**config.mk**
```make
export PLATFORM = sky130hd
export DESIGN_NAME = wash_cycle_ctrl
export DESIGN_NICKNAME = d
export VERILOG_FILES = /design/src/rtl/wash_pkg.sv /design/src/rtl/wash_tick_gen.sv /design/src/rtl/wash_cycle_ctrl.sv
export SDC_FILE = /design/constraint.sdc
export NUM_CORES = 1
export LEC_CHECK = 0
export CORE_AREA = 3 3 112 114
export DETAILED_ROUTE_END_ITERATION = 8
export DIE_AREA = 0 0 115 117
export HOLD_SLACK_MARGIN = 0.12
export MAX_ROUTING_LAYER = met4
export PLACE_DENSITY = 0.61
export REMOVE_ABC_BUFFERS = 1
export SLEW_MARGIN = 20
export SYNTH_ARGS = -nofsm -noshare
export SYNTH_HDL_FRONTEND = slang
export SYNTH_HIERARCHICAL = 1
export SYNTH_SLANG_ARGS = --single-unit
```
**constraint.sdc**
```tcl
create_clock -name clk -period 10.4 [get_ports clk]
set_input_delay 2.6 -clock clk [delete_from_list [all_inputs] [get_ports clk]]
set_output_delay 2.6 -clock clk [all_outputs]
set_load 0.01 [all_outputs]
```
**src/rtl/wash_pkg.sv**
```systemverilog
// wash_pkg: shared state encoding and prescaler defaults for the wash controller
package wash_pkg;
    typedef enum logic [2:0] {
        ST_IDLE  = 3'd0,
        ST_RUN   = 3'd1,
        ST_PAUSE = 3'd2,
        ST_DONE  = 3'd3
    } state_t;
    localparam int TICK_DIV_SYN = 100_000_000;
    localparam int TICK_DIV_SIM = 4;
endpackage

```
**src/rtl/wash_tick_gen.sv**
```systemverilog
// wash_tick_gen: 1 s tick prescaler with count enable and synchronous clear
//   clk, rst(async, active-low) | en: count | clr: restart from 0 | tick: count==TICK_DIV-1
module wash_tick_gen #(
    parameter int TICK_DIV = 4
) (
    input  logic clk,
    input  logic rst,
    input  logic en,
    input  logic clr,
    output logic tick
);
    localparam int CW = TICK_DIV > 1 ? $clog2(TICK_DIV) : 1;
    logic [CW-1:0] cnt;
    assign tick = en && cnt == CW'(TICK_DIV - 1);
    always_ff @(posedge clk or negedge rst)
        if (!rst) cnt <= '0;
        else if (clr) cnt <= '0;
        else if (en) cnt <= tick ? '0 : cnt + CW'(1);
endmodule

```
**src/rtl/wash_cycle_ctrl.sv**
```systemverilog
// wash_cycle_ctrl: prepaid multi-mode wash cycle FSM with pause, cancel and uncollected fine
//   in : clk, rst(async, active-low), start/cancel/collect/credit_vld pulses,
//        mode_sel, packed mode_time/mode_price tables, credit_amt
//   out: state, remaining_s, balance, done/err pulses, fine_flag (sticky)
module wash_cycle_ctrl
    import wash_pkg::*;
#(
    parameter int TICK_DIV   = TICK_DIV_SYN,
    parameter int N_MODES    = 4,
    parameter int TIME_W     = 8,
    parameter int PRICE_W    = 9,
    parameter int BAL_W      = 10,
    parameter int FINE_GRACE = 30,
    parameter int FINE_AMT   = 5
) (
    input  logic                         clk,
    input  logic                         rst,
    input  logic                         start,
    input  logic                         cancel,
    input  logic                         collect,
    input  logic [$clog2(N_MODES)-1:0]   mode_sel,
    input  logic [N_MODES*TIME_W-1:0]    mode_time,
    input  logic [N_MODES*PRICE_W-1:0]   mode_price,
    input  logic                         credit_vld,
    input  logic [BAL_W-1:0]             credit_amt,
    output logic [2:0]                   state,
    output logic [TIME_W-1:0]            remaining_s,
    output logic [BAL_W-1:0]             balance,
    output logic                         done,
    output logic                         err,
    output logic                         fine_flag
);
    localparam int GW = $clog2(FINE_GRACE + 1);
    localparam logic [BAL_W-1:0] FINE = BAL_W'(FINE_AMT);

    state_t              state_q, state_n;
    logic [TIME_W-1:0]   rem_n;
    logic [GW-1:0]       grace, grace_n;
    logic [BAL_W-1:0]    debit, credit, fine_debit, bal_n;
    logic [BAL_W:0]      sum;
    logic                done_n, err_n, fine_n, tick, afford;
    logic [TIME_W-1:0]   times  [N_MODES];
    logic [PRICE_W-1:0]  prices [N_MODES];

    for (genvar i = 0; i < N_MODES; i++) begin : g_unpack
        assign times[i]  = mode_time[i*TIME_W +: TIME_W];
        assign prices[i] = mode_price[i*PRICE_W +: PRICE_W];
    end

    wash_tick_gen #(.TICK_DIV(TICK_DIV)) u_tick (
        .clk  (clk),
        .rst  (rst),
        .en   (state_q == ST_RUN || state_q == ST_DONE),
        .clr  (state_n != state_q),
        .tick (tick)
    );

    // Affordability deliberately uses the pre-credit balance.
    assign afford     = int'(mode_sel) < N_MODES && BAL_W'(prices[mode_sel]) <= balance;
    assign fine_debit = balance >= FINE ? FINE : balance;
    assign credit     = credit_vld ? credit_amt : '0;
    // Debit never exceeds the old balance, so only the upper bound can overflow.
    assign sum        = {1'b0, balance} + {1'b0, credit} - {1'b0, debit};
    assign bal_n      = sum[BAL_W] ? '1 : sum[BAL_W-1:0];
    assign state      = state_q;

    always_comb begin
        state_n = state_q;
        rem_n   = remaining_s;
        grace_n = grace;
        fine_n  = fine_flag;
        debit   = '0;
        done_n  = 1'b0;
        err_n   = 1'b0;
        case (state_q)
            ST_IDLE:
                if (start && afford) begin
                    state_n = ST_RUN;
                    rem_n   = times[mode_sel];
                    debit   = BAL_W'(prices[mode_sel]);
                end else if (start) err_n = 1'b1;
            ST_RUN:
                if (cancel) begin
                    state_n = ST_IDLE;
                    rem_n   = '0;
                end else if (start) state_n = ST_PAUSE;
                else if (remaining_s == '0) begin
                    state_n = ST_DONE;
                    done_n  = 1'b1;
                end else if (tick) begin
                    rem_n = remaining_s - TIME_W'(1);
                    if (remaining_s == TIME_W'(1)) begin
                        state_n = ST_DONE;
                        done_n  = 1'b1;
                    end
                end
            ST_PAUSE:
                if (cancel) begin
                    state_n = ST_IDLE;
                    rem_n   = '0;
                end else if (start) state_n = ST_RUN;
            ST_DONE:
                if (collect) begin
                    state_n = ST_IDLE;
                    grace_n = '0;
                    fine_n  = 1'b0;
                end else if (tick && grace != GW'(FINE_GRACE)) begin
                    // The counter saturates at the grace limit, so the fine is charged once.
                    grace_n = grace + GW'(1);
                    if (grace == GW'(FINE_GRACE - 1)) begin
                        fine_n = 1'b1;
                        debit  = fine_debit;
                    end
                end
            default: begin
                state_n = ST_IDLE;
                rem_n   = '0;
                grace_n = '0;
            end
        endcase
    end

    always_ff @(posedge clk or negedge rst)
        if (!rst) begin
            state_q     <= ST_IDLE;
            remaining_s <= '0;
            balance     <= '0;
            grace       <= '0;
            done        <= 1'b0;
            err         <= 1'b0;
            fine_flag   <= 1'b0;
        end else begin
            state_q     <= state_n;
            remaining_s <= rem_n;
            balance     <= bal_n;
            grace       <= grace_n;
            done        <= done_n;
            err         <= err_n;
            fine_flag   <= fine_n;
        end
endmodule

```
==> results.txt <==
outcome: finished clean
Slowest cell on crit path: mux4_2
Max FO, Critical Path: 18
Buf/Inv on CP: 3
R2R depth: 16
pwr dens: 160 mW/mm^2
initial antenna violation count: 0
vias post-DR: 4011
Worst-path clk slew: 70 ps
max incr delay on CP: 580 ps
WS Path Type: input pin to register
wire per inst: 16.3 um
final number of max-transition violations: 0
Worst Max-Slew Pin Slew: 789 ps
Net Switching: 0.376 mW
final setup TNS: 0 ps
detail-routed via count per cell: 5.39
Post-CTS Setup Inserts: 0
crit-path cells: clkdlybuf4s50_1 > buf_4 > mux4_2 > ha_1 > a211oi_1 > nor3_1 > o21ai_0 > o21ba_2 > and2_1 > fa_1 > inv_1 > ha_1 > a2111oi_0 > o211ai_1 > a31o_2 > a21oi_1 > xor2_1 > nand2_1
Root Driver: clkbuf_16
Comb power frac: 0.523
register share of total power: 0.295
GRT Resource Usage Total: 0.191
Tcrit/Tclk final: 0.739
RSZ-0062 raised after global routing: no
Die ar.: 0.0135 sq mm
n_diodes: 0
fraction of layout cells with a size suffix above 1: 0.0932
Detailed Route WL: 12200 um
Die Ht: 117 um
Worst R2R Start: u_tick/cnt[10]$_DFFE_PN0P_
crit start category: input pin
asr flop ratio synth: 1.00
drc violations: 0
Clk pwr share: 0.181
Cell Area, Synth: 0.00461 sq mm
R2R Path End: balance[1]$_DFF_PN0_
number of synthesized flops with an enable pin: 0
worst skew pair latency: 290 ps
P_leak: 2.44 nW
yosys warns: 6
CTS Hold Buffers Added: 0
Top Ports: 110
clock buffer count from CTS: 5
largest net degree at the start of global routing: 57
vias in the first global route: 4244
register area share after synthesis: 0.304
crit path capture type: register
cell with the most instances after synthesis: dfrtp_1
Final WS setup: 2710 ps
CP Launch Point: mode_sel[0]
Arr. time, crit path: 7850 ps
pre-CTS setup slack: 2440 ps
post-synth cell types: 78
share of the synthesized area in the top cell type: 0.304
starting density of the core: 0.400
final worst path period need: 7690 ps
first-pass GRT wire length: 20100 um
register bit total from synthesis: 56
DRT iter0 DRCs: 204
Final Hold Viols: 0
clk sinks: 56
delay-heaviest family, CP: compound AO/OA/AOI/OAI gates
CP dominant cell by count: ha_1
row cnt: 39
antenna-violating nets left: 0
Placer Congestion: 0.891
Power Internal: 0.580 mW
Post-Syn Area per Cell: 9.24 sq um
port bufs: 109
WP depth: 18
Layout Skew: 9.10 ps
Filler Cells Inserted: 1076
Slew headroom: 0.469
post-detail-place hpwl: 9670 um
total grt overflow: 0
Final setup viols: 0
clk buf depth: 2
reg-to-reg slack, setup: 5200 ps
ranking of synthesized cells by area: dfrtp_1, ha_1, mux4_2
Hold Crit Class: register to register
post-layout net count: 722
Highest Clock Rate: 130 MHz
first-pass iteration count of the detailed router: 4
Die Span X: 115 um
CTS tree: done
switch share: 0.393
Post-synth top cells: dfrtp_1, nand2_1, nor2_1
Synth Instances: 499
area grow syn2layout: 29.2%
worst path required time: 10560 ps
end of the critical path: balance[9]$_DFF_PN0_
VDD IR-drop max: 0.0000739 V
CTS-repair resized insts: 0
max_cap viols: 0
predominant post-synthesis flop cell: dfrtp_1
Synth area leader: dfrtp_1
H-tree levels: 2
Core ar.: 0.0115 sq mm
## cells by family (layout without fill, tap and decap cells)
| logic type | count (synthesis) | count (layout) | synth area share |
|---|---|---|---|
| xor+xnor | 30 | 30 | 0.0586 |
| flops | 56 | 56 | 0.304 |
| buf+inv | 55 | 157 | 0.0507 |
| mux | 23 | 23 | 0.0882 |
| other cells | 2 | 2 | 0.00163 |
| fa+ha+maj | 36 | 36 | 0.114 |
| compound gates | 92 | 92 | 0.149 |
| simple gates | 205 | 205 | 0.234 |
## state kept, by name, summed over array words and instances, names as in the netlist
register and cells:
balance 10, done 1, err 1, fine_flag 1, grace 5, remaining_s 8, state 3, u_tick/cnt 27
## layout by cell type, fill, tap and decap left out, drive strengths merged, types with 9 or more instances in the layout
cell type      instances
clkdlybuf4s50        108
dfrtp                 56
nand2                 52
nor2                  50
inv                   35
ha                    26
a21oi                 24
xor2                  22
o21ai                 22
nor3                  16
nand3                 15
nand4                 15
mux4                  14
nor4                  12
and2                  11
fa                    10
nand2b                 9
## power by group through the flow
stage	registers [mW]	logic (mW)	clock network, mW
after global placement	0.288	0.491	0
after detailed placement	0.285	0.504	0
after global routing	0.286	0.558	0.188
after CTS	0.283	0.504	0.179
after floorplan	0.281	0.333	0
final	0.282	0.500	0.173
## metrics by stage
| step | instance area (sq um) | utilization | hold WS [ps] | total power, mW | instances |
|---|---|---|---|---|---|
| after floorplan | 4510 | - | 496 | 0.614 | 479 |
| after CTS | 5960 | 0.517 | 553 | 0.965 | 744 |
| after global routing | 5960 | 0.517 | 570 | 1.03 | 744 |
| final | 5960 | 0.517 | 542 | 0.956 | 744 |
| after global placement | 5810 | 0.505 | 496 | 0.779 | 736 |
| after detailed placement | 5810 | 0.505 | 537 | 0.789 | 736 |
## layer usage
layer  wire, um  vias up  global-route usage
met1       5330     1895               0.243
li1           -     1985                   -
met5          0        -                   -
met2       6040      127               0.316
met3        718        4              0.0406
met4         64        0              0.0423
## area by class of cell
cell class                      instances  area, sq um  share of cell area
Clock buffer                            8          146              0.0246
Inverter                               35          131              0.0220
Timing Repair Buffer                  114         1120               0.189
Tap cell                              143          179              0.0300
Sequential cell                        56         1400               0.235
Multi-Input combinational cell        388         2980               0.500
## worst register-to-register path, stage by stage (launching register included)
cell and delay (ps):
dfrtp_1 470, or4b_1 560, nor3_2 230, nand4_1 210, nor2_1 420, nand4b_1 200
nor4_1 480, nor3b_1 250, a21oi_1 90, fa_1 520, fa_1 470, a21oi_1 250
o211ai_1 170, a31o_1 250, a21oi_2 170, xnor2_2 220, nand2b_1 110
## worst min path at each step
| stage | from | endpoint | slack, ps | cells past startpoint |
|---|---|---|---|---|
| after floorplan | u_tick/cnt[26]$_DFFE_PN0P_ | u_tick/cnt[26]$_DFFE_PN0P_ | 500 | 2 |
| final | fine_flag$_DFFE_PN0P_ | fine_flag$_DFFE_PN0P_ | 540 | 1 |
| after global placement | fine_flag$_DFFE_PN0P_ | fine_flag$_DFFE_PN0P_ | 500 | 1 |
| after global routing | fine_flag$_DFFE_PN0P_ | fine_flag$_DFFE_PN0P_ | 570 | 1 |
| after CTS | u_tick/cnt[26]$_DFFE_PN0P_ | u_tick/cnt[26]$_DFFE_PN0P_ | 550 | 2 |
| after detailed placement | fine_flag$_DFFE_PN0P_ | fine_flag$_DFFE_PN0P_ | 540 | 1 |
Power figures use the tool's default switching activity.
